**src/rtl/hyp_pkg.sv**
```systemverilog
`default_nettype none
// ============================================================================
//  Module   : hyp_pkg
//  Brief    : Shared types and helpers for the logistic-regression hypothesis
//             engine: FSM state encoding, width helpers, z saturation.
//  Revision : 1.0 - initial release
// ============================================================================
package hyp_pkg;

    // Engine phases: wait for a sample, multiply-accumulate, activate, present.
    typedef enum logic [1:0] {
        IDLE = 2'd0,
        MAC  = 2'd1,
        ACT  = 2'd2,
        OUT  = 2'd3
    } hyp_state_e;

    // Ceiling log2; clog2(1) = 0.
    function automatic int clog2(input int v);
        int r;
        r = 0;
        for (int i = 0; i < 31; i++) begin
            if ((1 << i) < v) r = i + 1;
        end
        return r;
    endfunction

    // Accumulator width: N full-width signed products can never overflow it.
    function automatic int accw(input int dw, input int n);
        return 2 * dw + clog2(n);
    endfunction

    // Clamp a shifted accumulator to the signed dw-bit range.
    function automatic longint sat_clip(input longint v, input int dw);
        longint hi;
        longint lo;
        hi = (longint'(1) << (dw - 1)) - 1;
        lo = -(longint'(1) << (dw - 1));
        if (v > hi) return hi;
        if (v < lo) return lo;
        return v;
    endfunction

    // High when sat_clip would change the value.
    function automatic logic sat_flag(input longint v, input int dw);
        longint hi;
        longint lo;
        hi = (longint'(1) << (dw - 1)) - 1;
        lo = -(longint'(1) << (dw - 1));
        return (v > hi) || (v < lo);
    endfunction

endpackage
`default_nettype wire

```
**src/rtl/sigmoid_lut_param.sv**
```systemverilog
`default_nettype none
// ============================================================================
//  Module   : sigmoid_lut_param
//  Brief    : Registered sigmoid lookup. z is signed with ZFRAC fractional
//             bits; h is unsigned Q0.DW, rounded and clipped to 2^DW-1.
//             Table contents are computed at elaboration.
//  Revision : 1.0 - initial release
// ============================================================================
module sigmoid_lut_param #(
    parameter int DW    = 8,
    parameter int ZFRAC = 4
) (
    input  logic                 clk,
    input  logic                 reset,
    input  logic                 enable,
    input  logic signed [DW-1:0] z,
    output logic        [DW-1:0] h
);

    // exp(v) by halving the argument into [-0.5, 0.5], a Taylor series,
    // then squaring back up.
    function automatic real exp_approx(input real v);
        real r;
        real term;
        real sum;
        int  k;
        r = v;
        k = 0;
        for (int i = 0; i < 16; i++) begin
            if (r > 0.5 || r < -0.5) begin
                r = r / 2.0;
                k = k + 1;
            end
        end
        sum  = 1.0;
        term = 1.0;
        for (int j = 1; j < 20; j++) begin
            term = term * r / real'(j);
            sum  = sum + term;
        end
        for (int i = 0; i < 16; i++) begin
            if (i < k) sum = sum * sum;
        end
        return sum;
    endfunction

    // Rounded sigmoid for one signed z code, clipped so 1.0 maps to all-ones.
    function automatic int lut_entry(input int zv);
        real v;
        real s;
        int  q;
        v = real'(zv) / real'(2 ** ZFRAC);
        s = 1.0 / (1.0 + exp_approx(-v));
        q = $rtoi(s * real'(2 ** DW) + 0.5);
        if (q > 2 ** DW - 1) q = 2 ** DW - 1;
        return q;
    endfunction

    logic [DW-1:0] w_lut [2**DW];
    logic [DW-1:0] w_idx;
    logic [DW-1:0] r_h;

    // Table is indexed by the two's-complement bit pattern of z.
    for (genvar i = 0; i < 2 ** DW; i++) begin : g_lut
        localparam int c_zv  = (i >= 2 ** (DW - 1)) ? i - 2 ** DW : i;
        localparam int c_val = lut_entry(c_zv);
        assign w_lut[i] = DW'(c_val);
    end

    assign w_idx = z;

    // Registered table read; holds while enable is low.
    always_ff @(posedge clk) begin
        if (reset) begin
            r_h <= '0;
        end else if (enable) begin
            r_h <= w_lut[w_idx];
        end
    end

    assign h = r_h;

endmodule
`default_nettype wire

```
**src/rtl/hypothesis_engine.sv**
```systemverilog
`default_nettype none
// ============================================================================
//  Module   : hypothesis_engine
//  Brief    : h = sigmoid(x . teta) for one N-element sample per transaction.
//             LANES signed products per cycle are accumulated over N/LANES
//             cycles, shifted, saturated to DW bits and looked up.
//  Revision : 1.0 - initial release
// ============================================================================
module hypothesis_engine
    import hyp_pkg::*;
#(
    parameter int DW     = 8,
    parameter int N      = 8,
    parameter int LANES  = 2,
    parameter int ZSHIFT = 8,
    parameter int ZFRAC  = 4
) (
    input  logic              clk,
    input  logic              reset,
    input  logic              enable,
    input  logic              in_valid,
    output logic              in_ready,
    input  logic [N*DW-1:0]   x,
    input  logic [N*DW-1:0]   teta,
    output logic              out_valid,
    input  logic              out_ready,
    output logic [DW-1:0]     h,
    output logic              z_sat
);

    localparam int c_accw  = accw(DW, N);
    localparam int c_steps = N / LANES;
    localparam int c_cntw  = (c_steps > 1) ? clog2(c_steps) : 1;
    localparam logic [c_cntw-1:0] c_last = c_cntw'(c_steps - 1);

    hyp_state_e                 r_state;
    logic [N*DW-1:0]            r_x;
    logic [N*DW-1:0]            r_teta;
    logic signed [c_accw-1:0]   r_acc;
    logic [c_cntw-1:0]          r_cnt;
    logic                       r_zsat;

    logic signed [2*DW-1:0]     w_prod [LANES];
    logic signed [c_accw-1:0]   w_lane_sum;
    logic signed [c_accw-1:0]   w_zt;
    logic signed [DW-1:0]       w_z;
    logic                       w_sat;
    logic                       w_lut_en;

    // The operand registers shift down by one lane group per MAC cycle, so
    // the lowest LANES elements are always the ones being multiplied.
    for (genvar l = 0; l < LANES; l++) begin : g_lane
        logic signed [2*DW-1:0] w_a;
        logic signed [2*DW-1:0] w_b;
        assign w_a = {{DW{r_x[l*DW+DW-1]}}, r_x[l*DW +: DW]};
        assign w_b = {{DW{r_teta[l*DW+DW-1]}}, r_teta[l*DW +: DW]};
        assign w_prod[l] = w_a * w_b;
    end

    // Sum of this cycle's lane products, sign-extended to accumulator width.
    always_comb begin
        w_lane_sum = '0;
        for (int l = 0; l < LANES; l++) begin
            w_lane_sum = w_lane_sum + c_accw'(w_prod[l]);
        end
    end

    assign w_zt     = r_acc >>> ZSHIFT;
    assign w_z      = DW'(sat_clip(longint'(w_zt), DW));
    assign w_sat    = sat_flag(longint'(w_zt), DW);
    assign w_lut_en = enable && (r_state == ACT);

    // Transaction sequencing and multiply-accumulate; enable low freezes all.
    always_ff @(posedge clk) begin
        if (reset) begin
            r_state <= IDLE;
            r_x     <= '0;
            r_teta  <= '0;
            r_acc   <= '0;
            r_cnt   <= '0;
            r_zsat  <= 1'b0;
        end else if (enable) begin
            case (r_state)
                IDLE: begin
                    if (in_valid) begin
                        r_x     <= x;
                        r_teta  <= teta;
                        r_acc   <= '0;
                        r_cnt   <= '0;
                        r_state <= MAC;
                    end
                end
                MAC: begin
                    r_acc  <= r_acc + w_lane_sum;
                    r_x    <= r_x >> (LANES * DW);
                    r_teta <= r_teta >> (LANES * DW);
                    r_cnt  <= r_cnt + 1'b1;
                    if (r_cnt == c_last) r_state <= ACT;
                end
                ACT: begin
                    r_zsat  <= w_sat;
                    r_state <= OUT;
                end
                OUT: begin
                    if (out_ready) r_state <= IDLE;
                end
                default: r_state <= IDLE;
            endcase
        end
    end

    sigmoid_lut_param #(
        .DW    (DW),
        .ZFRAC (ZFRAC)
    ) u_lut (
        .clk    (clk),
        .reset  (reset),
        .enable (w_lut_en),
        .z      (w_z),
        .h      (h)
    );

    assign in_ready  = (r_state == IDLE) && enable;
    assign out_valid = (r_state == OUT);
    assign z_sat     = r_zsat;

endmodule
`default_nettype wire

```
**config.mk**
```make
export PLATFORM = sky130hd
export DESIGN_NAME = hypothesis_engine
export DESIGN_NICKNAME = d
export VERILOG_FILES = /design/src/rtl/hyp_pkg.sv /design/src/rtl/sigmoid_lut_param.sv /design/src/rtl/hypothesis_engine.sv
export SDC_FILE = /design/constraint.sdc
export NUM_CORES = 1
export LEC_CHECK = 0
export ABC_AREA = 1
export BUFFER_PORTS_ARGS = -buffer_cell sky130_fd_sc_hd__buf_2
export CAP_MARGIN = 20
export CORE_MARGIN = 2
export CORE_UTILIZATION = 55
export CTS_CLUSTER_SIZE = 20
export DETAILED_ROUTE_END_ITERATION = 8
export PLACE_DENSITY = 0.8
export SYNTH_ARGS = -nofsm -noshare
export SYNTH_HDL_FRONTEND = slang
export SYNTH_SLANG_ARGS = --single-unit
```
**constraint.sdc**
```tcl
create_clock -name clk -period 5.6 [get_ports clk]
set_clock_uncertainty 0.15 [all_clocks]
set_input_delay 0.28 -clock clk [delete_from_list [all_inputs] [get_ports clk]]
set_output_delay 0.28 -clock clk [all_outputs]
set_load 0.05 [all_outputs]
```
Word-level counts from Yosys, hierarchy flattened
Memory sizes are Yosys's and may differ from the RTL's. A register that Yosys moved wholly into a read port is not among the register bits.
Index checks and enable logic that the tools add are counted.

word-level totals
  flip-flop bits (word level) = 152
  bits in latches = 0
  RAM bits = 0
  bits in read-only memories = 2048
  input port bits = 133
  output and inout bits = 11
  word-level logic and storage cells = 49
  memories = 1

memories
  name              words  bits a word  read ports  clocked after Yosys merged registers in  wr ports  RTL line                 text
  (name not given)  256    8            1           1                                        0         sigmoid_lut_param.sv:77  r_h <= w_lut[w_idx];

cells by class
  add/subtract/negate cells = 3
  multipliers = 2
  div/mod/pow operators = 0
  $lt $le $gt $ge = 2
  equal/unequal tests = 7
  shift-type cells = 0
  multiplexer cells = 19
  bitwise operators = 1
  reduce and logical (&&, ||, !) cells = 8

operator list
  cell                                                                               count
  64-bit one-hot mux with 2 select lines                                             2
  64-bit 2-to-1 mux                                                                  2
  19-bit one-hot mux with 2 select lines                                             1
  8-bit by 8-bit multiplier with 16-bit output                                       2
  8-bit 2-to-1 mux                                                                   3
  19-bit by 17-bit adder with 19-bit output                                          1
  19-bit 2-to-1 mux                                                                  1
  16-bit by 16-bit adder with 17-bit output                                          1
  11-bit by 8-bit greater-than comparator with 1-bit output (second input constant)  1
  11-bit by 8-bit less-than comparator with 1-bit output (second input constant)     1
  8-bit NOT with 9-bit output                                                        1
  2-bit 2-to-1 mux                                                                   4
  2-bit one-hot mux with 4 select lines                                              1
  7-bit 2-to-1 mux                                                                   1
  2-bit == test (second input constant)                                              3
  2-bit inequality test (second input constant)                                      2
  2-bit one-hot mux with 2 select lines                                              1
  4-bit AND reduction                                                                1
  1-bit 2-to-1 mux                                                                   3
  3-bit AND reduction                                                                1
  2-bit by 1-bit adder with 2-bit output (second input constant)                     1
  2-bit by 1-bit == test with 1-bit output (second input constant)                   1
  1-bit logical AND                                                                  2
  2-bit logical NOT                                                                  1
  other kinds (4)                                                                    4

Logic depth before layout (Yosys ltp)
Gate-level depths: netlist of the first run.

  word-level depth = 6
  gate-level depth with buffers = 27
  depth with buffers taken out = 26

Modules after synthesis
Synthesis of the first run repeated with hierarchy kept, for this count alone.

unflattened totals
  cell total of the unflattened synthesis = 1972
  area total of the unflattened synthesis = 14602.8 um^2

by module, submodules not included
  module             times used  cells an instance  area each (um^2)  sequential area each (um^2)
  hypothesis_engine  1           1695               13102.6           3042.9
  sigmoid_lut_param  1           277                1500.2            160.2

Worst setup path after synthesis of the first run
OpenSTA, ideal clock, no wires.

  kind = reg-to-reg
  from = reg r_teta[8]
  to = reg r_acc[13]
  setup time = 0.132 ns
  arrival time = 5.183 ns
  data required time = 5.318 ns
  path slack = 0.134 ns
  stages on the path, launching flop included = 22
  buffers on the path = 1
  period minus slack after synthesis = 5.466 ns
  path through = dfxtp_1 > clkbuf_1 > nand2_1 > inv_1 > fa_1 > fa_1 > fa_1 > fa_1 > fa_1 > inv_1 > fa_1 > inv_1 > ha_1 > a21oi_1 > o21a_1 > nand2_1 > a21boi_0 > o21ai_0 > nor2_1 > nor2_1 > nand2_1 > a21oi_1

on the way
  cells in the longest elaborated chain, start to end = 4

ends and longest elaborated chain
  item                                          RTL line                 text
  start, declared                               hypothesis_engine.sv:38  logic [N*DW-1:0] r_teta;
  start signal, assigned                        hypothesis_engine.sv:87  r_teta <= teta;
  start signal, assigned                        hypothesis_engine.sv:96  r_teta <= r_teta >> (LANES * DW);
  8-bit by 8-bit multiplier with 16-bit output  hypothesis_engine.sv:57  assign w_prod[l] = w_a * w_b;
  16-bit by 16-bit adder with 17-bit output     hypothesis_engine.sv:64  w_lane_sum = w_lane_sum + c_accw'(w_prod[l]);
  19-bit by 17-bit adder with 19-bit output     hypothesis_engine.sv:94  r_acc <= r_acc + w_lane_sum;
  19-bit one-hot mux with 2 select lines        hypothesis_engine.sv:83  case (r_state)
  end signal, assigned                          hypothesis_engine.sv:94
  end, declared                                 hypothesis_engine.sv:39  logic signed [c_accw-1:0] r_acc;

No other way between the ends.
A chain may end at the register's enable or synchronous reset.

Worst setup path in the final report of the first run
  from = reg r_x[7]
  to = reg r_acc[14]

on the way
  cells in the longest elaborated chain, start to end = 4

ends and longest elaborated chain
  item                                          RTL line                 text
  start, declared                               hypothesis_engine.sv:37  logic [N*DW-1:0] r_x;
  start signal, assigned                        hypothesis_engine.sv:95  r_x <= r_x >> (LANES * DW);
  8-bit by 8-bit multiplier with 16-bit output  hypothesis_engine.sv:57
  16-bit by 16-bit adder with 17-bit output     hypothesis_engine.sv:64
  19-bit by 17-bit adder with 19-bit output     hypothesis_engine.sv:94
  19-bit one-hot mux with 2 select lines        hypothesis_engine.sv:83

No other way between the ends.

==> results of run 1 <==
-- logic make-up (layout without fill, tap and decap cells) --
| family | Yosys count | after routing |
|---|---|---|
| and+or+nand+nor | 705 | 705 |
| buffers and inverters | 479 | 705 |
| AOI/OAI and AO/OA | 338 | 338 |
| adders and majority gates | 269 | 269 |
| DFF | 160 | 160 |
| xor gates and xnor gates | 11 | 11 |
-- registers in the layout, summed over array words and instances (netlist names) --
register,flops
r_x,64
r_teta,64
u_lut.h,8
r_state,2
r_cnt,2
z_sat,1
r_acc,19
-- tightest hold or removal path: stages --
cell	delay [ns]
buf_2	0.10
nand2_1	0.09
a31oi_1	0.09
-- layer usage --
metal / vias to the layer above / share of wire, % / global-route usage (%)
met5: - / 0 / 0
met1: 6835 / 38 / 40.82
met4: 0 / 4.9 / 14.73
li1: 6532 / - / -
met3: 236 / 9.6 / 6.369
met2: 882 / 48 / 54.07
-- worst max path at each step --
stage	depth (start not counted)	endpoint	slack [ns]	from
2_1_floorplan	21	r_acc[13]$_SDFFE_PP0P_	0.13	r_teta[8]$_SDFFE_PP0P_
6_report	24	r_acc[14]$_SDFFE_PP0P_	0.08	r_x[7]$_SDFFE_PP0P_
3_5_place_dp	21	r_acc[18]$_SDFFE_PP0P_	-0.06	r_x[7]$_SDFFE_PP0P_
5_1_grt	22	r_acc[18]$_SDFFE_PP0P_	-0.12	r_x[7]$_SDFFE_PP0P_
4_1_cts	21	r_acc[18]$_SDFFE_PP0P_	0.009	r_teta[3]$_SDFFE_PP0P_
3_3_place_gp	21	r_acc[18]$_SDFFE_PP0P_	0.04	r_teta[5]$_SDFFE_PP0P_
-- layout make-up --
type | instances | area (um^2)
Sequential cell | 160 | 3244
Multi-Input combinational cell | 1323 | 9786
Inverter | 367 | 1393
Timing Repair Buffer | 306 | 2273
Tap cell | 335 | 419.2
Fill cell | 1919 | 8332
Clock inverter | 15 | 186.4
Clock buffer | 17 | 425.4
-- report_power, final --
part / internal [mW] / switching, mW / total, mW
clock network: 0.609 / 0.597 / 1.21
registers: 1.33 / 0.195 / 1.52
logic: 1.76 / 2.95 / 4.72
-- placed cells by master, fill, tap and decap left out, types with 6 or more instances in the layout --
master         count
nor2_2             9
nand2_2           18
o21ai_1            8
ha_1              87
xnor2_1            6
a21oi_1           66
inv_2              9
a31oi_1          101
clkbuf_16         17
nor2_1            96
fa_1             163
inv_1            354
o21ai_0          133
nand4_1            7
dfxtp_1          135
dfxtp_2           21
dlygate4sd3_1    116
buf_4             42
fa_2               6
nor3_1            29
nand2_4            7
ha_4              10
nand2_1          466
a21oi_2           10
nand3_1           59
buf_2            143
-- what timing repair did --
| action | in CTS | in global routing |
|---|---|---|
| endpoints found under the setup margin | 4 | 11 |
| hold endpoints to repair | 116 | 0 |
| cloned | 0 | 0 |
| hold buffers | 116 | 0 |
| resized for setup | 9 | 96 |
| setup buffers | 0 | 5 |
| pin swaps | 1 | 21 |
==> flow_summary.ini, run 1 <==
[clock_network]
clock_tree.root_cell = clkbuf_16
clk_pin_slew_ns = 0.07
cts_buffers = 17
cts_buffer_depth = 2
clock_latency_ns = 0.44
clkSinkCount = 160
cts_tree = done
htreeDepth = 4

[hold_path]
holdPathStages = 3
hp-class = primary input to register
holdPathEnd = r_teta[4]$_SDFFE_PP0P_
min_from = teta[4]

[power_and_ir_drop]
power_density_nw_per_um2 = 419.9
power.total_mw = 7.444
ir_worst_vdd_v = 0.0002851
leakage_nw = 9.153

[floorplanning]
die_w_um = 166.9
die_area_um2 = 27860
ioPinCount = 144
die_h_um = 166.9
coreArea_um2 = 26060
start_util_pct = 56.02
row_count = 59

[grt]
grt_use_total_pct = 32.42
grt_pass1_vias = 14720
overflow = 0
grt_max_degree = 117
grt_antenna_before_repair = 0
grt_pass1_wl_um = 72730

[setup_path]
crit_top_cell = fa_1
cp_data_required_time_ns = 5.74
worstSetupPathType = register to register
critPathTopFamily = adder cells
cp_slowest_cell = fa_1
r2r-end = r_acc[14]$_SDFFE_PP0P_
crit_path_end_kind = register
path_cells = buf_4, nand2_2, inv_1, fa_1, fa_1, inv_1, fa_1, inv_1, fa_1, fa_1, inv_1, fa_1, inv_1, ha_4, a21oi_2, nand2_2, a21oi_2, nand2_1, nand2_1, nand3_1, o21ai_0, nand2_1, nand3_1, a21oi_1
cp_slowest_stage_delay_ns = 0.53
cp_data_arrival_time_ns = 5.67
worst-path-buf-inv = 6
timing.rr.start = r_x[7]$_SDFFE_PP0P_
rrSetupSlack_ns = 0.08
cp-start-kind = register
critical_path_peak_fanout = 6
r2r_cells = 24

[logic_synthesis]
muxShareOfSynthArea_pct = 0
synth_area_leaders = fa_1 23%, dfxtp_1 22%, nand2_1 12%
synth.distinct_cells = 43
synth_cells = 1962
synth_warnings = 0
synth_nets = 2364
synth_common_cells = 476 x nand2_1, 361 x inv_1, 169 x fa_1
synth_top_area_share_pct = 23.17
yosys.cell_count.top_type = nand2_1
ys_ff_latch = 160
synth-xor-area-share_pct = 0.6599
syn_area_per_cell_um2 = 7.441
synth_top_family_by_area = adder cells
synth_compound_area_share_pct = 12.80
synth-simple-area-share_pct = 19.94
yosysSeqAreaShare_pct = 21.94
synth_fa_ha_area_share_pct = 31.74
synth-edff-count = 0
synthesis.area_um2 = 14600
yosysTopAreaCell = fa_1
synthArstFlopShare_pct = 0
synth_ff_type = dfxtp_1

[final_layout]
instances_no_fill = 2523
final_nets = 2577
post-route-util_pct = 68.03
areaGrowthSynthToFinish_pct = 21.43
antennaDiodeCount = 0
final_layout_size_suffix_gt1_share_pct = 15.49
fin_area_um2 = 17730

[route]
drt-initial-drc-count = 1730
drtAntennaViolNets = 0
drc = 0
routed_wl_um = 45890
drt_pass1_iterations = 7
vias = 14490
wire_per_inst_um = 18.19
viasPerCell = 5.741

[timing]
whs_ns = 0.01428
tightest_slew_ns = 1.064
setup_tns_ns = 0
period_minus_slack_ns = 5.523
fmax_mhz = 181.1
min_period_over_period_pct = 98.63
finalHoldViolCount = 0
grt_setup_unrepaired = yes
max_slew_margin_pct = 29.09
maxSlewViolCount = 0
timing.final.ws_setup_ns = 0.07680
final-setup-viol-count = 0

[place]
place.gp.congestion = 0.9508
place_ws_ns = -0.05829
dp_cells = 2369
dpl_cell_area_um2 = 15570
portBuffers = 143
post-dp-hpwl_um = 30330

[status]
outcome = completed

[run]
max_cap_viol_count = 0
(Power assumes the default switching activity.)
==> inputs of run 2 (changes only) <==
--- a/config.mk
+++ b/config.mk
@@ -11,4 +11,5 @@
 export CORE_MARGIN = 2
 export CORE_UTILIZATION = 55
+export CTS_BUF_LIST = sky130_fd_sc_hd__clkbuf_4
 export CTS_CLUSTER_SIZE = 20
 export DETAILED_ROUTE_END_ITERATION = 8
==> constraint.sdc (replaced) <==
create_clock -name clk -period 5.6 [get_ports clk]
set_clock_uncertainty 0.15 [all_clocks]
set_input_delay 0.56 -clock clk [delete_from_list [all_inputs] [get_ports clk]]
set_output_delay 0.56 -clock clk [all_outputs]
set_load 0.05 [all_outputs]
==> run 2 against run 1 <==
Against the previous run:
- non-clock buffer count is 105 lower
- largest cell class unchanged
- critical path type unchanged
- flip-flop and latch count unchanged
- critical endpoint is now r_acc[18]$_SDFFE_PP0P_
- final cell count decreased by 4.1%
- utilization decreased by 5.2 points
- fmax up 0.99%
- critical path depth shrank 6
==> flow_summary.ini, run 2 (synthesis results as in run 1) <==
[setup_path]
cp_slowest_stage_delay_ns = 0.61
crit_top_cell = fa_1
path_cells = or2_4, fa_1, fa_1, inv_2, fa_2, fa_1, fa_1, inv_2, fa_1, inv_2, ha_4, a21oi_4, nor2_1, a211o_1, a21oi_2, o21bai_1, nand3_1, a21oi_1
critPathTopFamily = adder cells
cp_data_arrival_time_ns = 5.84
cp-start-kind = register
cp_data_required_time_ns = 5.97
crit_path_end_kind = register
critical_path_peak_fanout = 4
worst-path-buf-inv = 3
worstSetupPathType = register to register
cp_slowest_cell = fa_2

[timing]
final-setup-viol-count = 0
max_slew_margin_pct = 30.82
finalHoldViolCount = 0
maxSlewViolCount = 0
period_minus_slack_ns = 5.469
min_period_over_period_pct = 97.66
tightest_slew_ns = 1.038
fmax_mhz = 182.9
grt_setup_unrepaired = yes

[clock_network]
cts_buffers = 17
clk_pin_slew_ns = 0.19
clkSinkCount = 160
clock_latency_ns = 0.61
clock_tree.root_cell = clkbuf_4
htreeDepth = 4
cts_buffer_depth = 2
cts_tree = done

[final_layout]
largestRegisters = r_teta (64), r_x (64), r_acc (19)
regArea_um2 = 3267
post-route-util_pct = 62.85
multi_input_area_um2 = 9813
final_common_cell = nand2_1
final_nets = 2472
fill_cells = 2262
instances_no_fill = 2420
final_cell_mix = 462 x nand2_1, 346 x inv_1, 162 x fa_1, 143 x buf_2, 133 x dfxtp_1
final_layout_size_suffix_gt1_share_pct = 17.28
areaGrowthSynthToFinish_pct = 12.18

[power_and_ir_drop]
leakage_nw = 8.605
power_density_nw_per_um2 = 422.7
ir_worst_vdd_v = 0.0003237

[place]
post-dp-hpwl_um = 30330
dp_cells = 2369
portBuffers = 143
place.gp.congestion = 0.9508

[route]
drt_pass1_iterations = 6
drtAntennaViolNets = 0
wire_per_inst_um = 16.33
routed_wl_um = 39520
viasPerCell = 5.465
vias = 13230
drt-initial-drc-count = 1237
drc = 0

[floorplanning]
row_count = 59
coreArea_um2 = 26060
die_area_um2 = 27860
die_h_um = 166.9
start_util_pct = 56.02
die_w_um = 166.9
ioPinCount = 144

[hold_path]
hp-class = primary input to register

[run]
max_cap_viol_count = 0

[grt]
grt_pass1_vias = 13180
grt_max_degree = 117
grt_pass1_wl_um = 64740
grt_antenna_before_repair = 2
grt_use_total_pct = 28.41
overflow = 0

[status]
outcome = completed
[run 2: cell count changes in the layout (fill, tap and decap cells not counted), sizes merged]
cell | before | now
diode | 0 | 2
inv | 372 | 373
dlygate4sd3 | 116 | 3
clkinvlp | 3 | 2
buf | 190 | 198
[run 2: what timing repair did]
item | in CTS | in global routing
setup buffers | 0 | 14
endpoints found under the hold margin | 3 | 0
gates cloned | 0 | 0
hold buffers | 3 | 0
gates resized for setup | 7 | 123
setup endpoints to repair | 3 | 11
pin swaps | 1 | 43
[run 2: worst reg2reg max path: stages (launching register included)]
cell and delay, ns:
dfxtp_4 0.40, or2_4 0.25, fa_1 0.47, fa_1 0.51
inv_2 0.06, fa_2 0.61, fa_1 0.46, fa_1 0.53
inv_2 0.04, fa_1 0.54, inv_2 0.06, ha_4 0.26
a21oi_4 0.13, nor2_1 0.06, a211o_1 0.35, a21oi_2 0.18
o21bai_1 0.12, nand3_1 0.09, a21oi_1 0.13
[run 2: path summary, 6_finish.rpt]
path | cells after the start | from | to | slack [ns]
worst max-delay path | 18 | r_x[8]$_SDFFE_PP0P_ | r_acc[18]$_SDFFE_PP0P_ | 0.13
worst min-delay path | 3 | x[44] | r_x[44]$_SDFFE_PP0P_ | 0.05
worst max register to register | 18 | r_x[8]$_SDFFE_PP0P_ | r_acc[18]$_SDFFE_PP0P_ | 0.13
worst min register to register | 2 | r_teta[25]$_SDFFE_PP0P_ | r_teta[9]$_SDFFE_PP0P_ | 0.32
[run 2: power by group]
part / switching [mW] / leakage, nW / internal [mW]
logic: 2.92 / 7.12 / 1.75
registers: 0.176 / 1.33 / 1.33
clock network: 0.539 / 0.159 / 0.215
[run 2: metal layers]
layer | global-route usage, % | wire length (um) | part of all wire, % | vias up
met3 | 4.658 | 2994 | 7.6 | 73
met5 | 0 | 0 | 0 | -
li1 | - | - | - | 6324
met4 | 7.534 | 743 | 1.9 | 0
met2 | 46.68 | 18700 | 47 | 466
met1 | 39.17 | 17080 | 43 | 6362
[run 2: cell type report]
class                      instances  area share (%)
clock buffer                      17          0.7793
antenna                            2         0.03056
inverter                         367           8.450
multi-input combinational       1323           59.92
sequential                       160           19.95
tap                              335           2.559
timing repair buffer             201           7.174
clock inverter                    15           1.138
[run 2: through the flow]
| stage | hold slack (ns) | setup TNS, ns | power (mW) | area (um^2) | setup WS, ns |
|---|---|---|---|---|---|
| 3_3_place_gp | 0.2981 | 0 | 5.356 | 15570 | 0.04069 |
| 4_1_cts | 0.001756 | -0.007510 | 6.241 | 15930 | -0.007510 |
| 3_5_place_dp | 0.3077 | -0.1048 | 5.409 | 15570 | -0.05829 |
| 6_report | 0.04519 | 0 | 6.923 | 16380 | 0.1312 |
| 5_1_grt | 0.02216 | -0.1462 | 7.502 | 16380 | -0.05889 |
| 2_1_floorplan | 0.2827 | 0 | 4.386 | 14600 | 0.1344 |
